$ cat config.mk
export PLATFORM = sky130hd
export DESIGN_NAME = ether_arp_rx
export DESIGN_NICKNAME = d
export VERILOG_FILES = /design/src/rtl/ether_pkg.sv /design/src/rtl/crc.sv /design/src/rtl/ether_arp_rx.sv
export SDC_FILE = /design/constraint.sdc
export NUM_CORES = 1
export LEC_CHECK = 0
export ABC_AREA = 1
export CORE_MARGIN = 4
export CORE_UTILIZATION = 45
export CTS_BUF_LIST = sky130_fd_sc_hd__clkbuf_4
export CTS_CLUSTER_SIZE = 10
export DETAILED_ROUTE_END_ITERATION = 10
export PLACE_DENSITY = 0.64
export SLEW_MARGIN = 10
export SYNTH_ARGS = -nofsm -noshare
export SYNTH_HDL_FRONTEND = slang
export SYNTH_SLANG_ARGS = --single-unit
$ cat constraint.sdc
create_clock -name clk_125 -period 32.9 [get_ports clk_125]
set_input_delay 4.935 -clock clk_125 [delete_from_list [all_inputs] [get_ports clk_125]]
set_output_delay 4.935 -clock clk_125 [all_outputs]
set_load 0.02 [all_outputs]
$ cat src/rtl/ether_pkg.sv
// Shared Ethernet/ARP constants, receive byte offsets and the RX state type.
package ether_pkg;

    localparam logic [15:0] ETHERTYPE_ARP = 16'h0806;
    localparam logic [15:0] ETHERTYPE_IP  = 16'h0800;
    localparam logic [15:0] ARP_HTYPE_ETH = 16'h0001;
    localparam logic [15:0] ARP_OP_REQ    = 16'h0001;
    localparam logic [15:0] ARP_OP_REPLY  = 16'h0002;
    localparam logic [7:0]  ARP_HLEN_ETH  = 8'h06;
    localparam logic [7:0]  ARP_PLEN_IP   = 8'h04;

    localparam logic [7:0]  PREAMBLE      = 8'h55;
    localparam logic [7:0]  SFD           = 8'hD5;

    // Number of trailing FCS bytes held back from the CRC.
    localparam int          FCS_BYTES     = 4;

    // Byte offsets counted from the first byte after the SFD.
    localparam logic [11:0] OFF_DST       = 12'd0;
    localparam logic [11:0] OFF_TYPE      = 12'd12;
    localparam logic [11:0] OFF_HTYPE     = 12'd14;
    localparam logic [11:0] OFF_PTYPE     = 12'd16;
    localparam logic [11:0] OFF_HLEN      = 12'd18;
    localparam logic [11:0] OFF_PLEN      = 12'd19;
    localparam logic [11:0] OFF_OP        = 12'd20;
    localparam logic [11:0] OFF_SHA       = 12'd22;
    localparam logic [11:0] OFF_SPA       = 12'd28;
    localparam logic [11:0] OFF_TPA       = 12'd38;

    typedef enum logic [2:0] {
        ST_IDLE,
        ST_PRE,
        ST_BODY,
        ST_CHECK,
        ST_DROP
    } rx_state_t;

    // True when byte offset 'off' lies inside the field [start, start+len).
    function automatic logic in_field(input logic [11:0] off,
                                      input logic [11:0] start,
                                      input logic [11:0] len);
        return (off >= start) && (off < start + len);
    endfunction

endpackage

$ cat src/rtl/crc.sv
// Ethernet CRC-32 engine, one byte per cycle, bits consumed LSB first.
// crc_out is the FCS in wire order: crc_out[31:24] is the first FCS byte.
module crc (
    input  logic        clk,
    input  logic        reset,
    input  logic        clear,
    input  logic [7:0]  data,
    input  logic        calc,
    output logic [31:0] crc_out
);

    localparam logic [31:0] CRC_POLY = 32'h04C11DB7;

    logic [31:0] crc_reg;
    logic [31:0] crc_next;

    // Non-reflected shift register fed with each data bit LSB first.
    always_comb begin
        crc_next = crc_reg;
        for (int i = 0; i < 8; i++) begin
            if (crc_next[31] ^ data[i])
                crc_next = {crc_next[30:0], 1'b0} ^ CRC_POLY;
            else
                crc_next = {crc_next[30:0], 1'b0};
        end
    end

    // Running remainder; clear has priority over calc.
    always_ff @(posedge clk or posedge reset) begin
        if (reset)
            crc_reg <= 32'hFFFF_FFFF;
        else if (clear)
            crc_reg <= 32'hFFFF_FFFF;
        else if (calc)
            crc_reg <= crc_next;
    end

    // Complement and bit-reverse within each byte to obtain wire-order FCS.
    genvar gi;
    generate
        for (gi = 0; gi < 32; gi++) begin : g_out
            assign crc_out[gi] = ~crc_reg[(gi / 8) * 8 + 7 - (gi % 8)];
        end
    endgenerate

endmodule

$ cat src/rtl/ether_arp_rx.sv
// GMII receive ARP parser: strips preamble/SFD, checks FCS, length and
// ARP header fields, and strobes out sender MAC/IP/opcode for frames
// addressed to this station.
module ether_arp_rx
    import ether_pkg::*;
#(
    parameter logic [47:0] OWN_MAC_ADDR = 48'h00301ba0a48e,
    parameter logic [31:0] OWN_IP_ADDR  = {8'd172, 8'd16, 8'd0, 8'd230},
    parameter logic [11:0] MIN_FRAME    = 12'd64,
    parameter logic [11:0] MAX_FRAME    = 12'd1518
) (
    input  logic        clk_125,
    input  logic        rst,
    input  logic        phy_dv,
    input  logic        phy_er,
    input  logic [7:0]  phy_data,
    output logic        arp_valid,
    output logic [15:0] arp_opcode,
    output logic [47:0] arp_src_mac,
    output logic [31:0] arp_src_ip,
    output logic        rx_err,
    output logic [15:0] rx_good_cnt
);

    rx_state_t   state_reg;
    rx_state_t   state_next;

    logic [11:0] cnt_reg;
    logic        err_flag_reg;
    logic [7:0]  dly_reg [FCS_BYTES];

    logic [47:0] dst_reg;
    logic [15:0] type_reg;
    logic [15:0] htype_reg;
    logic [15:0] ptype_reg;
    logic [7:0]  hlen_reg;
    logic [7:0]  plen_reg;
    logic [15:0] op_reg;
    logic [47:0] sha_reg;
    logic [31:0] spa_reg;
    logic [31:0] tpa_reg;

    logic        arp_valid_reg;
    logic        rx_err_reg;
    logic [15:0] arp_opcode_reg;
    logic [47:0] arp_src_mac_reg;
    logic [31:0] arp_src_ip_reg;
    logic [15:0] rx_good_cnt_reg;

    logic        crc_clear;
    logic        crc_calc;
    logic        sfd_seen;
    logic        pre_err;
    logic        frame_end;
    logic        body_byte;
    logic [31:0] crc_out;
    logic [31:0] fcs_word;
    logic        crc_ok;
    logic        len_ok;
    logic        field_match;
    logic        frame_good;

    assign body_byte = (state_reg == ST_BODY) && phy_dv;

    // State register.
    always_ff @(posedge clk_125 or posedge rst) begin
        if (rst)
            state_reg <= ST_IDLE;
        else
            state_reg <= state_next;
    end

    // Next-state logic plus per-cycle control pulses for the datapath.
    always_comb begin
        state_next = state_reg;
        crc_clear  = 1'b0;
        crc_calc   = 1'b0;
        sfd_seen   = 1'b0;
        pre_err    = 1'b0;
        frame_end  = 1'b0;
        case (state_reg)
            ST_IDLE: begin
                if (phy_dv)
                    state_next = (phy_data == PREAMBLE) ? ST_PRE : ST_DROP;
            end
            ST_PRE: begin
                if (!phy_dv) begin
                    state_next = ST_DROP;
                    pre_err    = 1'b1;
                end else if (phy_data == SFD) begin
                    state_next = ST_BODY;
                    crc_clear  = 1'b1;
                    sfd_seen   = 1'b1;
                end else if (phy_data != PREAMBLE) begin
                    state_next = ST_DROP;
                    pre_err    = 1'b1;
                end
            end
            ST_BODY: begin
                if (phy_dv) begin
                    // Only once the delay line is full does a byte fall out into the CRC.
                    crc_calc = (cnt_reg >= 12'(FCS_BYTES));
                end else begin
                    state_next = ST_CHECK;
                    frame_end  = 1'b1;
                end
            end
            ST_CHECK: begin
                // Zero inter-frame gap: the new frame lost its first byte, discard it.
                state_next = phy_dv ? ST_DROP : ST_IDLE;
            end
            ST_DROP: begin
                if (!phy_dv)
                    state_next = ST_IDLE;
            end
            default: state_next = ST_IDLE;
        endcase
    end

    // Byte counter (saturating) and sticky receive-error flag.
    always_ff @(posedge clk_125 or posedge rst) begin
        if (rst) begin
            cnt_reg      <= '0;
            err_flag_reg <= 1'b0;
        end else if (sfd_seen) begin
            cnt_reg      <= '0;
            err_flag_reg <= 1'b0;
        end else if (body_byte) begin
            if (cnt_reg != 12'hFFF)
                cnt_reg <= cnt_reg + 12'd1;
            if (phy_er)
                err_flag_reg <= 1'b1;
        end
    end

    // Delay line head: the newest body byte.
    always_ff @(posedge clk_125 or posedge rst) begin
        if (rst)
            dly_reg[0] <= '0;
        else if (body_byte)
            dly_reg[0] <= phy_data;
    end

    // Remaining delay stages; the last stage feeds the CRC.
    genvar gi;
    generate
        for (gi = 1; gi < FCS_BYTES; gi++) begin : g_dly
            always_ff @(posedge clk_125 or posedge rst) begin
                if (rst)
                    dly_reg[gi] <= '0;
                else if (body_byte)
                    dly_reg[gi] <= dly_reg[gi-1];
            end
        end
    endgenerate

    // Header shadow registers, filled MSB-first as each field's bytes arrive.
    always_ff @(posedge clk_125 or posedge rst) begin
        if (rst) begin
            dst_reg   <= '0;
            type_reg  <= '0;
            htype_reg <= '0;
            ptype_reg <= '0;
            hlen_reg  <= '0;
            plen_reg  <= '0;
            op_reg    <= '0;
            sha_reg   <= '0;
            spa_reg   <= '0;
            tpa_reg   <= '0;
        end else if (body_byte) begin
            if (in_field(cnt_reg, OFF_DST, 12'd6))   dst_reg   <= {dst_reg[39:0], phy_data};
            if (in_field(cnt_reg, OFF_TYPE, 12'd2))  type_reg  <= {type_reg[7:0], phy_data};
            if (in_field(cnt_reg, OFF_HTYPE, 12'd2)) htype_reg <= {htype_reg[7:0], phy_data};
            if (in_field(cnt_reg, OFF_PTYPE, 12'd2)) ptype_reg <= {ptype_reg[7:0], phy_data};
            if (cnt_reg == OFF_HLEN)                 hlen_reg  <= phy_data;
            if (cnt_reg == OFF_PLEN)                 plen_reg  <= phy_data;
            if (in_field(cnt_reg, OFF_OP, 12'd2))    op_reg    <= {op_reg[7:0], phy_data};
            if (in_field(cnt_reg, OFF_SHA, 12'd6))   sha_reg   <= {sha_reg[39:0], phy_data};
            if (in_field(cnt_reg, OFF_SPA, 12'd4))   spa_reg   <= {spa_reg[23:0], phy_data};
            if (in_field(cnt_reg, OFF_TPA, 12'd4))   tpa_reg   <= {tpa_reg[23:0], phy_data};
        end
    end

    crc u_crc (
        .clk     (clk_125),
        .reset   (rst),
        .clear   (crc_clear),
        .data    (dly_reg[FCS_BYTES-1]),
        .calc    (crc_calc),
        .crc_out (crc_out)
    );

    // When the frame ends the delay line holds the FCS, oldest byte in the last stage.
    assign fcs_word    = {dly_reg[3], dly_reg[2], dly_reg[1], dly_reg[0]};
    assign crc_ok      = (crc_out == fcs_word);
    assign len_ok      = (cnt_reg >= MIN_FRAME) && (cnt_reg <= MAX_FRAME);
    assign frame_good  = crc_ok && !err_flag_reg && len_ok;
    assign field_match = ((dst_reg == 48'hFFFF_FFFF_FFFF) || (dst_reg == OWN_MAC_ADDR)) &&
                         (type_reg  == ETHERTYPE_ARP) &&
                         (htype_reg == ARP_HTYPE_ETH) &&
                         (ptype_reg == ETHERTYPE_IP) &&
                         (hlen_reg  == ARP_HLEN_ETH) &&
                         (plen_reg  == ARP_PLEN_IP) &&
                         ((op_reg == ARP_OP_REQ) || (op_reg == ARP_OP_REPLY)) &&
                         (tpa_reg   == OWN_IP_ADDR);

    // Result strobes, good-frame counter and held ARP outputs.
    always_ff @(posedge clk_125 or posedge rst) begin
        if (rst) begin
            arp_valid_reg   <= 1'b0;
            rx_err_reg      <= 1'b0;
            arp_opcode_reg  <= '0;
            arp_src_mac_reg <= '0;
            arp_src_ip_reg  <= '0;
            rx_good_cnt_reg <= '0;
        end else begin
            arp_valid_reg <= 1'b0;
            rx_err_reg    <= pre_err;
            if (frame_end) begin
                rx_err_reg    <= !frame_good;
                arp_valid_reg <= frame_good && field_match;
                if (frame_good)
                    rx_good_cnt_reg <= rx_good_cnt_reg + 16'd1;
                if (frame_good && field_match) begin
                    arp_opcode_reg  <= op_reg;
                    arp_src_mac_reg <= sha_reg;
                    arp_src_ip_reg  <= spa_reg;
                end
            end
        end
    end

    assign arp_valid   = arp_valid_reg;
    assign rx_err      = rx_err_reg;
    assign arp_opcode  = arp_opcode_reg;
    assign arp_src_mac = arp_src_mac_reg;
    assign arp_src_ip  = arp_src_ip_reg;
    assign rx_good_cnt = rx_good_cnt_reg;

endmodule

# ---- Yosys cells after proc, flatten, opt, wreduce, memory -nomap -nowiden
# Index checks and enable logic that the tools add are counted.
dict set report totals {
  out_inout_bits 114
  register_bits 434
  wordCells 200
  input_bits 12
}
dict set report op_classes {
  eq_ne 25
  bitwise 48
  muxes 38
  order_cmp 19
  n_reduce_logical 44
  add_sub_neg 2
}
# cell count
set op_table {}
lappend op_table {{27-bit 2-to-1 mux} 8}
lappend op_table {{14-bit NOT} 8}
lappend op_table {{32-bit 2-to-1 mux} 2}
lappend op_table {{48-bit by 38-bit == test with 1-bit output (second input constant)} 1}
lappend op_table {{48-bit == test (second input constant)} 1}
lappend op_table {{12-bit by 5-bit greater-or-equal comparator with 1-bit output (second input constant)} 4}
lappend op_table {{12-bit by 5-bit < comparator with 1-bit output (second input constant)} 4}
lappend op_table {{12-bit 2-to-1 mux} 3}
lappend op_table {{16-bit by 1-bit == test with 1-bit output (second input constant)} 2}
lappend op_table {{16-bit by 12-bit == test with 1-bit output (second input constant)} 2}
lappend op_table {{32-bit == test} 1}
lappend op_table {{32-bit == test (second input constant)} 1}
lappend op_table {{1-bit NOT} 32}
lappend op_table {{2-bit AND reduction} 14}
lappend op_table {{12-bit by 5-bit == test with 1-bit output (second input constant)} 2}
lappend op_table {{12-bit by 4-bit greater-or-equal comparator with 1-bit output (second input constant)} 2}
lappend op_table {{12-bit by 6-bit < comparator with 1-bit output (second input constant)} 2}
lappend op_table {{3-bit 2-to-1 mux} 8}
lappend op_table {{1-bit logical AND} 20}
lappend op_table {{16-bit by 1-bit adder with 16-bit output (second input constant)} 1}
lappend op_table {{16-bit by 2-bit == test with 1-bit output (second input constant)} 1}
lappend op_table {{8-bit by 3-bit == test with 1-bit output (second input constant)} 2}
lappend op_table {{1-bit 2-to-1 mux} 16}
lappend op_table {{3-bit one-hot mux with 5 select lines} 1}
lappend op_table {{23 further kinds} 38}

# ---- Logic depth before layout (Yosys ltp)
dict set report logic_depth {
  ltp_word 18
  ltp_mapped 17
  depth_no_buf 15
}

# ---- Cells and area by module
# From an unflattened synthesis, not the netlist that was laid out.
dict set report hier_totals {
  hier_cells 2555
  area_unflattened_um2 20533.4
}
# mod seq_area_each_um2 area_per_inst_um2 cells_per_inst instances
set by_module_without_submodules {}
lappend by_module_without_submodules {ether_arp_rx 10059.6 18122.4 2211 1}
lappend by_module_without_submodules {crc 840.8 2411.1 344 1}

# ---- Worst setup path before layout
# OpenSTA, ideal clock, no wires.
dict set report synth_path {
  kind {input to register}
  startpoint {in phy_data[5]}
  endpoint {reg cnt_reg[5]}
  setup_ps 129
  cell_stages 7
  path_buffers 1
  required_time_ps 32771
  path_slack_ps 26761
  arrival_ps 6011
  path_cell_list {inv_1 -> nand2_1 -> nor4_1 -> nand3_1 -> clkbuf_1 -> nand2_1 -> o21ai_0}
}
dict set report synth_between {
  elab_chain_len 6
  word_cells_on_any_way 8
  classes_between {1 x eq/ne; 4 x mux; 3 x reduce/logical}
}
# element line
set synth_lines {}
lappend synth_lines {{start: declaration} ether_arp_rx.sv:16} ;# input logic [7:0] phy_data,
lappend synth_lines {{8-bit == test *} ether_arp_rx.sv:90} ;# end else if (phy_data == SFD) begin
lappend synth_lines {{1-bit 2-to-1 mux *} ether_arp_rx.sv:90}
lappend synth_lines {{1-bit 2-to-1 mux *} ether_arp_rx.sv:87} ;# if (!phy_dv) begin
lappend synth_lines {{1-bit 2-to-1 mux *} ether_arp_rx.sv:81} ;# case (state_reg)
lappend synth_lines {{2-bit nonzero test (no source line)} n/a}
lappend synth_lines {{2-bit AND reduction (no source line)} n/a}
lappend synth_lines {{end signal: assignment} ether_arp_rx.sv:130} ;# cnt_reg <= cnt_reg + 12'd1;
lappend synth_lines {{end: declaration} ether_arp_rx.sv:28} ;# logic [11:0] cnt_reg;
# Mark *: on every way between the ends. The rest lies on a longest branch, timed or not.
# A chain may end at the register's enable or synchronous reset.

# ---- Worst setup path after layout
dict set report layout_path {
  startpoint {in phy_dv}
  endpoint {reg arp_opcode_reg[2], in the netlist arp_opcode[2]}
}
dict set report layout_between {
  elab_chain_len 3
}
# element line
set layout_lines {}
lappend layout_lines {{start: declaration} ether_arp_rx.sv:14} ;# input logic phy_dv,
lappend layout_lines {{1-bit 2-to-1 mux} ether_arp_rx.sv:100} ;# if (phy_dv) begin
lappend layout_lines {{1-bit 2-to-1 mux} ether_arp_rx.sv:81}
lappend layout_lines {{2-bit AND reduction (no source line)} n/a}
lappend layout_lines {{end signal: assignment} ether_arp_rx.sv:225} ;# arp_opcode_reg <= op_reg;
lappend layout_lines {{end: declaration} ether_arp_rx.sv:45} ;# logic [15:0] arp_opcode_reg;
# No other way between the ends.

==> impl_metrics.py <==
metrics = {
    "worst_setup_path": {
        "start_kind": "input pin",
        "crit_fanout": 83,
        "critPathKind": "input pin to flop",
        "critPathCaptureType": "flop",
        "startpoint": "phy_dv",
        "crit_top_cell": "nor2_1",
        "critPathTopFamily": "buffers and inverters",
        "critPathBufInv": 5,
        "path_cells": "clkdlybuf4s50_1 -> nor2_1 -> inv_1 -> nor2_1 -> nand3_1 -> nor2_4 -> buf_4 -> nand2_2 -> buf_4 -> inv_1 -> nor2_1",
        "required_ns": 33.62,
        "crit_slowest_cell": "buf_4",
        "cp-endpoint": "arp_opcode[2]$_DFFE_PP0P_",
        "rr_worst_depth": 16,
        "max_stage_delay_ns": 0.66,
        "crit_arrival_ns": 8.85,
        "r2r_slack_ns": 28.54,
        "reg2reg_to": "arp_opcode[2]$_DFFE_PP0P_",
        "path_depth": 11,
        "r2r-start": "u_crc.crc_reg[29]$_DFFE_PP1P_",
    },
    "sta": {
        "final_hold_viol_count": 0,
        "maxSlewViolCount": 0,
        "fin_crit_ns": 8.13,
        "rsz0062_at_grt": "no",
        "period_share": 0.247,
        "fin_ws_ns": 24.77,
        "finalClockSkew_ns": 0.0749,
        "worst_pin_slew_ns": 1.15,
        "setup_violations": 0,
        "fmax_ghz": 0.123,
        "totalNegativeSetupSlack_ns": 0,
        "slew_headroom": 0.236,
    },
    "die": {
        "initial_core_util": 0.456,
        "fp.dieW_microns": 220,
        "die_h_microns": 220,
        "fp-row-count": 77,
        "core-area_sq_mm": 0.0443,
        "io_pins": 126,
        "dieArea_sq_mm": 0.0483,
    },
    "clock_tree": {
        "post-cts-setup-buffer-count": 0,
        "cts_sinks": 434,
        "clock-root-buffer": "clkbuf_4",
        "tritoncts": "done",
        "clk_latency_ns": 0.87,
        "clockBufferDepth": 3,
        "cts-htree-levels": 3,
        "hold_buffers": 0,
        "cts_made_buffers": 114,
        "cts_resized": 0,
        "clk_pin_slew_worst_paths_ns": 0.06,
    },
    "yosys": {
        "ys_types": 34,
        "yosysSeqAreaShare": 0.540,
        "postSynth.asyncResetShare": 1.00,
        "synth_edf_count": 0,
        "synth_flop_cell": "dfrtp_1",
        "netlist_area_sq_mm": 0.0202,
        "syn-num-nets": 2525,
        "synthCells": 2507,
        "ys_ff_latch": 434,
        "synth_warnings": 0,
        "syn_avg_cell_area_sq_um": 8.06,
    },
    "finish": {
        "seqCellArea_sq_mm": 0.0109,
        "multi_input_area_sq_mm": 0.00776,
        "fillCellCount": 4325,
        "design_area_sq_mm": 0.0233,
        "drive_gt1_frac": 0.102,
        "fin_cells": 3346,
        "syn_to_final_growth_pct": 15.2,
        "nNetsFinal": 2682,
    },
    "placed_design": {
        "dp.cells": 3140,
        "portBuffers": 125,
        "gp_congestion": 0.886,
        "post-place-ws_ns": 23.94,
        "dpl.hpwl_microns": 32200,
        "place_area_sq_mm": 0.0218,
    },
    "global_route": {
        "grt_pass1_wl_microns": 80300,
        "grt_usage": 0.204,
        "grt_max_degree": 165,
        "grt_pass1_vias": 16200,
        "antenna_found_initial": 3,
        "grt_overflow": 0,
    },
    "detailed_routing": {
        "via_per_inst": 4.97,
        "vias": 16600,
        "dr.pass1.iters": 6,
        "dr.first_iter.drc_count": 1141,
        "wl_per_cell_microns": 14.5,
        "wl_microns": 48600,
        "drc": 0,
        "antenna_left": 0,
    },
    "worst_hold_path": {
        "hold_start": "arp_src_ip[21]$_DFFE_PP0P_",
        "hp-class": "flop to flop",
    },
    "outcome": {
        "run_status": "complete, no violations",
    },
    "pwr": {
        "peakVddDrop_mv": 0.0308,
        "cellPowerDensity_mw_per_mm2": 58.2,
        "p_leak_nw": 11.9,
        "design_power_total_mw": 1.35,
    },
    "flow_run": {
        "max_cap_violations": 0,
    },
}
## metal layers
layer  vias up  track usage  part of all wire
met1      7863        0.275              0.46
met5         -            0           0.00066
met3        89       0.0478             0.059
li1       8228            -                 -
met4         4       0.0825             0.027
met2       450        0.318              0.45
## worst min path at each step
stage,endpoint,slack (ns),depth (start not counted)
finish,arp_src_ip[21]$_DFFE_PP0P_,0.47,2
floorplan,sha_reg[40]$_DFFE_PP0P_,0.44,2
detailed placement,arp_src_ip[22]$_DFFE_PP0P_,0.46,2
global route,op_reg[6]$_DFFE_PP0P_,0.50,2
global placement,arp_src_ip[21]$_DFFE_PP0P_,0.46,2
CTS,arp_src_ip[22]$_DFFE_PP0P_,0.47,2
## logic make-up (layout without fill, tap and decap cells)
logic type	after synthesis	in the layout	share of synthesized area
AND/OR/NAND/NOR	1353	1353	0.272
flip-flops	434	434	0.540
buffers and inverters	372	618	0.0783
AO/OA/AOI/OAI	249	249	0.0621
XOR/XNOR	65	65	0.0282
multiplexers	28	28	0.0156
adder cells (fa/ha/maj)	6	6	0.00372
other	0	1	0
## cells in the final DEF (no fill, tap or decap), drive strengths merged, types with 2 or more instances in the layout
cell,netlist,layout
dfstp,32,32
xnor2,19,19
nand3,204,204
mux2,28,28
o21ai,207,207
clkbuf,39,172
nand4,27,27
or2,2,2
a21oi,39,39
buf,55,10
nand3b,3,3
bufinv,0,2
xor2,46,46
nor3,18,18
ha,6,6
clkinv,2,30
inv,276,279
nand2,859,859
nor2,237,237
nor4,2,2
dfrtp,402,402
clkdlybuf4s50,0,125
## cells in the mapped netlist, types with 2 or more instances
| library cell | n | share of area |
|---|---|---|
| nand2_1 | 855 | 0.16 |
| dfrtp_1 | 402 | 0.50 |
| inv_1 | 270 | 0.050 |
| nor2_1 | 230 | 0.043 |
| o21ai_0 | 204 | 0.051 |
| nand3_1 | 203 | 0.050 |
| xor2_1 | 46 | 0.020 |
| a21oi_1 | 39 | 0.0097 |
| clkbuf_1 | 39 | 0.0072 |
| buf_2 | 34 | 0.0084 |
| dfstp_2 | 32 | 0.042 |
| mux2_2 | 28 | 0.016 |
| nand4_1 | 27 | 0.0084 |
| xnor2_1 | 19 | 0.0082 |
| nor3_1 | 18 | 0.0045 |
| buf_6 | 17 | 0.0095 |
| ha_1 | 6 | 0.0037 |
| inv_2 | 6 | 0.0011 |
| nor2_2 | 5 | 0.0015 |
| buf_4 | 4 | 0.0015 |
| nand2_2 | 4 | 0.0012 |
| nand3b_1 | 3 | 0.0011 |
| o21ai_1 | 3 | 0.00074 |
| nor2_4 | 2 | 0.0011 |
| or2_2 | 2 | 0.00062 |
## where the power goes
part	leakage, nW	internal [mW]	switching (mW)
combinational	5.44	0.0912	0.184
clock	0.887	0.254	0.223
sequential	5.62	0.570	0.0314
## metrics by stage
stage | utilization | hold slack (ns)
final | 0.525 | 0.470
after global routing | 0.525 | 0.501
after CTS | 0.525 | 0.473
after detailed placement | 0.492 | 0.457
after global placement | 0.492 | 0.457
after floorplan | - | 0.443
## worst reg2reg max path: stages (launching register included)
cell and delay (ns):
dfstp_2 0.55, nand2_1 0.06, nand2_1 0.30, ha_1 0.26, nand2_1 0.08, inv_1 0.08
nand3_1 0.06, nor2_1 0.14, nand2_1 0.07, nor2_1 0.12, nand3_1 0.12, nor2_4 0.12
buf_4 0.67, nand2_2 0.69, buf_4 0.50, inv_1 0.39, nor2_1 0.08
## area by class of cell
| cell class | count | share of cell area |
|---|---|---|
| Sequential cell | 434 | 0.468 |
| Clock buffer | 172 | 0.0555 |
| Inverter | 278 | 0.0452 |
| Tap cell | 592 | 0.0318 |
| Timing Repair Buffer | 135 | 0.0575 |
| Clock inverter | 33 | 0.00860 |
| Antenna cell | 1 | 0.000107 |
| Multi-Input combinational cell | 1701 | 0.333 |
Power figures use the tool's default switching activity.
==> RTL change: new RTL, same flow settings <==
Set the package constant `FCS_BYTES` to 8 (it was 4).
--- a/src/rtl/ether_pkg.sv
+++ b/src/rtl/ether_pkg.sv
@@ -13,7 +13,7 @@
     localparam logic [7:0]  SFD           = 8'hD5;
 
     // Number of trailing FCS bytes held back from the CRC.
-    localparam int          FCS_BYTES     = 4;
+    localparam int          FCS_BYTES     = 8;
 
     // Byte offsets counted from the first byte after the SFD.
     localparam logic [11:0] OFF_DST       = 12'd0;
Formal check against the unedited RTL: same outputs for any inputs over 4 cycles, from zero or initial values and one cycle with rst high; that may be too few to reach the edited logic, so the function may still have changed.
==> RTL change against the unedited design <==
  * Critical path depth fell by 6
  * Sequential cell count rose by 32
  * Synthesized area up 5.1%
  * Routed wire length increased by 7.3%
  * Die area increased by 4.9%
  * Clock skew shrank 0.016 ns
  * Synthesized cell count rose by 2.4%
  * First-iteration DRC count increased by 38%
  * Design area grew 5.9%
  * Maximum frequency is 5.5% higher
  * Worst setup slack better by 0.42 ns
  * Highest routed layer is now met4
Power is not compared: it rests on default switching activity, and its combinational part moved more than twofold at a synthesized area within 25%.
==> RTL change: results (changes against the unedited design) <==
metric,value,unit,change
status,completed,,
syn_nets,2581,,+2.2%
CP max stage delay,0.96,ns,+0.30 ns
hold path start,arp_opcode[0]$_DFFE_PP0P_,,
"Max FO, Critical Path",123,,+48%
layout cells sized above 1,11.91,%,+1.7 points
Compound-Gate Fraction of Synth Area,6.977,%,+0.77 points
Area contributors post-synth,"dfrtp_1 (51%), nand2_1 (15%), inv_1 (4.7%)",,
max-cap violations,0,,unchanged
worst reg2reg path endpoint,arp_opcode[7]$_DFFE_PP0P_,,
worst rel slew slack,24.81,%,+1.2 points
clk root buf,clkbuf_4,,
pre-CTS WS,23.99,ns,+0.05220 ns
Final HPWL DP,34650,um,+7.5%
Synth Instances,2566,,+2.4%
multiplexer share of the synthesized area,2.758,%,+1.2 points
first-pass GRT wire length,85750,um,+6.7%
Post-synth top cells,"nand2_1 (832), dfrtp_1 (434), inv_1 (266), nor2_1 (229), o21ai_0 (169)",,
GRT Util Overall,21.04,%,+0.67 points
Worst path slowest cell,buf_4,,
clk buf depth,3,,unchanged
post-DR wirelength/cell,15.15,um,+4.4%
H-tree depth,4,,+1
cts bufs inserted,130,,+14%
Hold Path End,arp_opcode[0]$_DFFE_PP0P_,,
flop2flop setup slack,29.30,ns,+0.76 ns
Hold Crit Class,flop to flop,,
xor/xnor share of the synthesized area,2.782,%,-0.036 points
max FFs per register,64,,
Post-Place Cells,3214,,+2.4%
vias,17089,,+2.7%
r2r worst-path depth,12,,-4
placed inst area,0.02291,mm^2,+5.2%
yosys warns,0,,unchanged
initial DRC count,1578,,+38%
clk_skew,0.05849,ns,-0.01640 ns
static leakage,12.23,nW,
Hold Path Stages,2,,unchanged
r2r startpoint,state_reg[2]$_DFFE_PP0P_,,
Port Buffers,125,,unchanged
largest net degree at the start of global routing,124,,-25%
clk_lat worst skew,0.93,ns,+0.06 ns
Vias/cell,4.969,,about the same
PostCTS Resize Cnt,0,,unchanged
VDD IR-drop max,0.03067,mV,
"Top FF cell, synth",dfrtp_1,,
antenna-violating nets left,0,,unchanged
Post-synth ARST share,100.0,%,unchanged
Post-Synth Adder-Cell Area,0.1768,%,-0.19 points
DR pass1 iterations,8,,+2
"Reg clk slew, reported paths",0.06,ns,about the same
Worst Path Arrival,8.59,ns,-0.26 ns
Nets,2754,,+2.7%
sequential-to-total area share from yosys stat,55.11,%,+1.2 points
largest delay contributor family on the critical path,buffers and inverters,,
antenna violations before repair,1,,-2
Post-CTS Setup Bufs,0,,unchanged
minimum hold slack,0.4652,ns,-0.004702 ns
Cell variety after synth,37,,+8.8%
RePlAce Congestion,0.8892,,+0.34%
[RTL change: layout make-up]
class	count	area, um^2
inverters	302	1141
clock buffers	201	1509
diodes	3	7.507
repair buffers	138	1349
fillers	4413	21900
multi-input cells	1701	7963
flip-flops and latches	466	11700
well taps	607	759.5
clock inverters	21	230.2
[RTL change: kinds of logic (layout without fill, tap and decap cells)]
group           Yosys count  after routing
mux                      52             52
buf+inv                 399            662
compound gates          294            294
other cells               0              3
simple gates           1288           1288
flops                   466            466
xor+xnor                 64             64
fa+ha+maj                 3              3
[RTL change: worst max-delay path by stage]
| stage | start | end | slack, ns | cells past startpoint |
|---|---|---|---|---|
| 2_1_floorplan | rst | arp_opcode[0]$_DFFE_PP0P_ | 15.02 | 1 |
| 3_3_place_gp | rst | ptype_reg[1]$_DFFE_PP0P_ | 24.08 | 5 |
| 3_5_place_dp | rst | ptype_reg[1]$_DFFE_PP0P_ | 23.99 | 5 |
| 4_1_cts | rst | dst_reg[0]$_DFFE_PP0P_ | 25.06 | 5 |
| 5_1_grt | rst | ptype_reg[7]$_DFFE_PP0P_ | 24.62 | 5 |
| 6_report | rst | ptype_reg[13]$_DFFE_PP0P_ | 25.19 | 5 |
[RTL change: tightest hold or removal path, delay by kind of cell (launching register included)]
kind          cells  cell delay [ns]
flops             1             0.34
simple gates      2             0.09
[RTL change: where the power goes]
| part | internal [mW] | leakage [nW] | switching (mW) |
|---|---|---|---|
| logic | 0.0211 | 5.12 | 0.0507 |
| registers | 0.584 | 6.07 | 0.0106 |
| clock network | 0.316 | 1.04 | 0.241 |
| total | 0.921 | 12.2 | 0.302 |
[RTL change: through the flow]
step                power [mW]  utilization [%]
finish                   1.223            52.97
global route             1.286            52.96
CTS                      1.242            52.95
detailed placement      0.6760            49.22
global placement        0.6739            49.22
floorplan               0.6528                -
[RTL change: layer usage]
| metal | global-route usage [%] | up-vias | routed length, um |
|---|---|---|---|
| met4 | 7.464 | 0 | 1121 |
| met2 | 31.97 | 469 | 23360 |
| met3 | 5.106 | 89 | 3054 |
| li1 | - | 8467 | - |
| met1 | 29.75 | 8064 | 24580 |
| met5 | 0 | - | 0 |
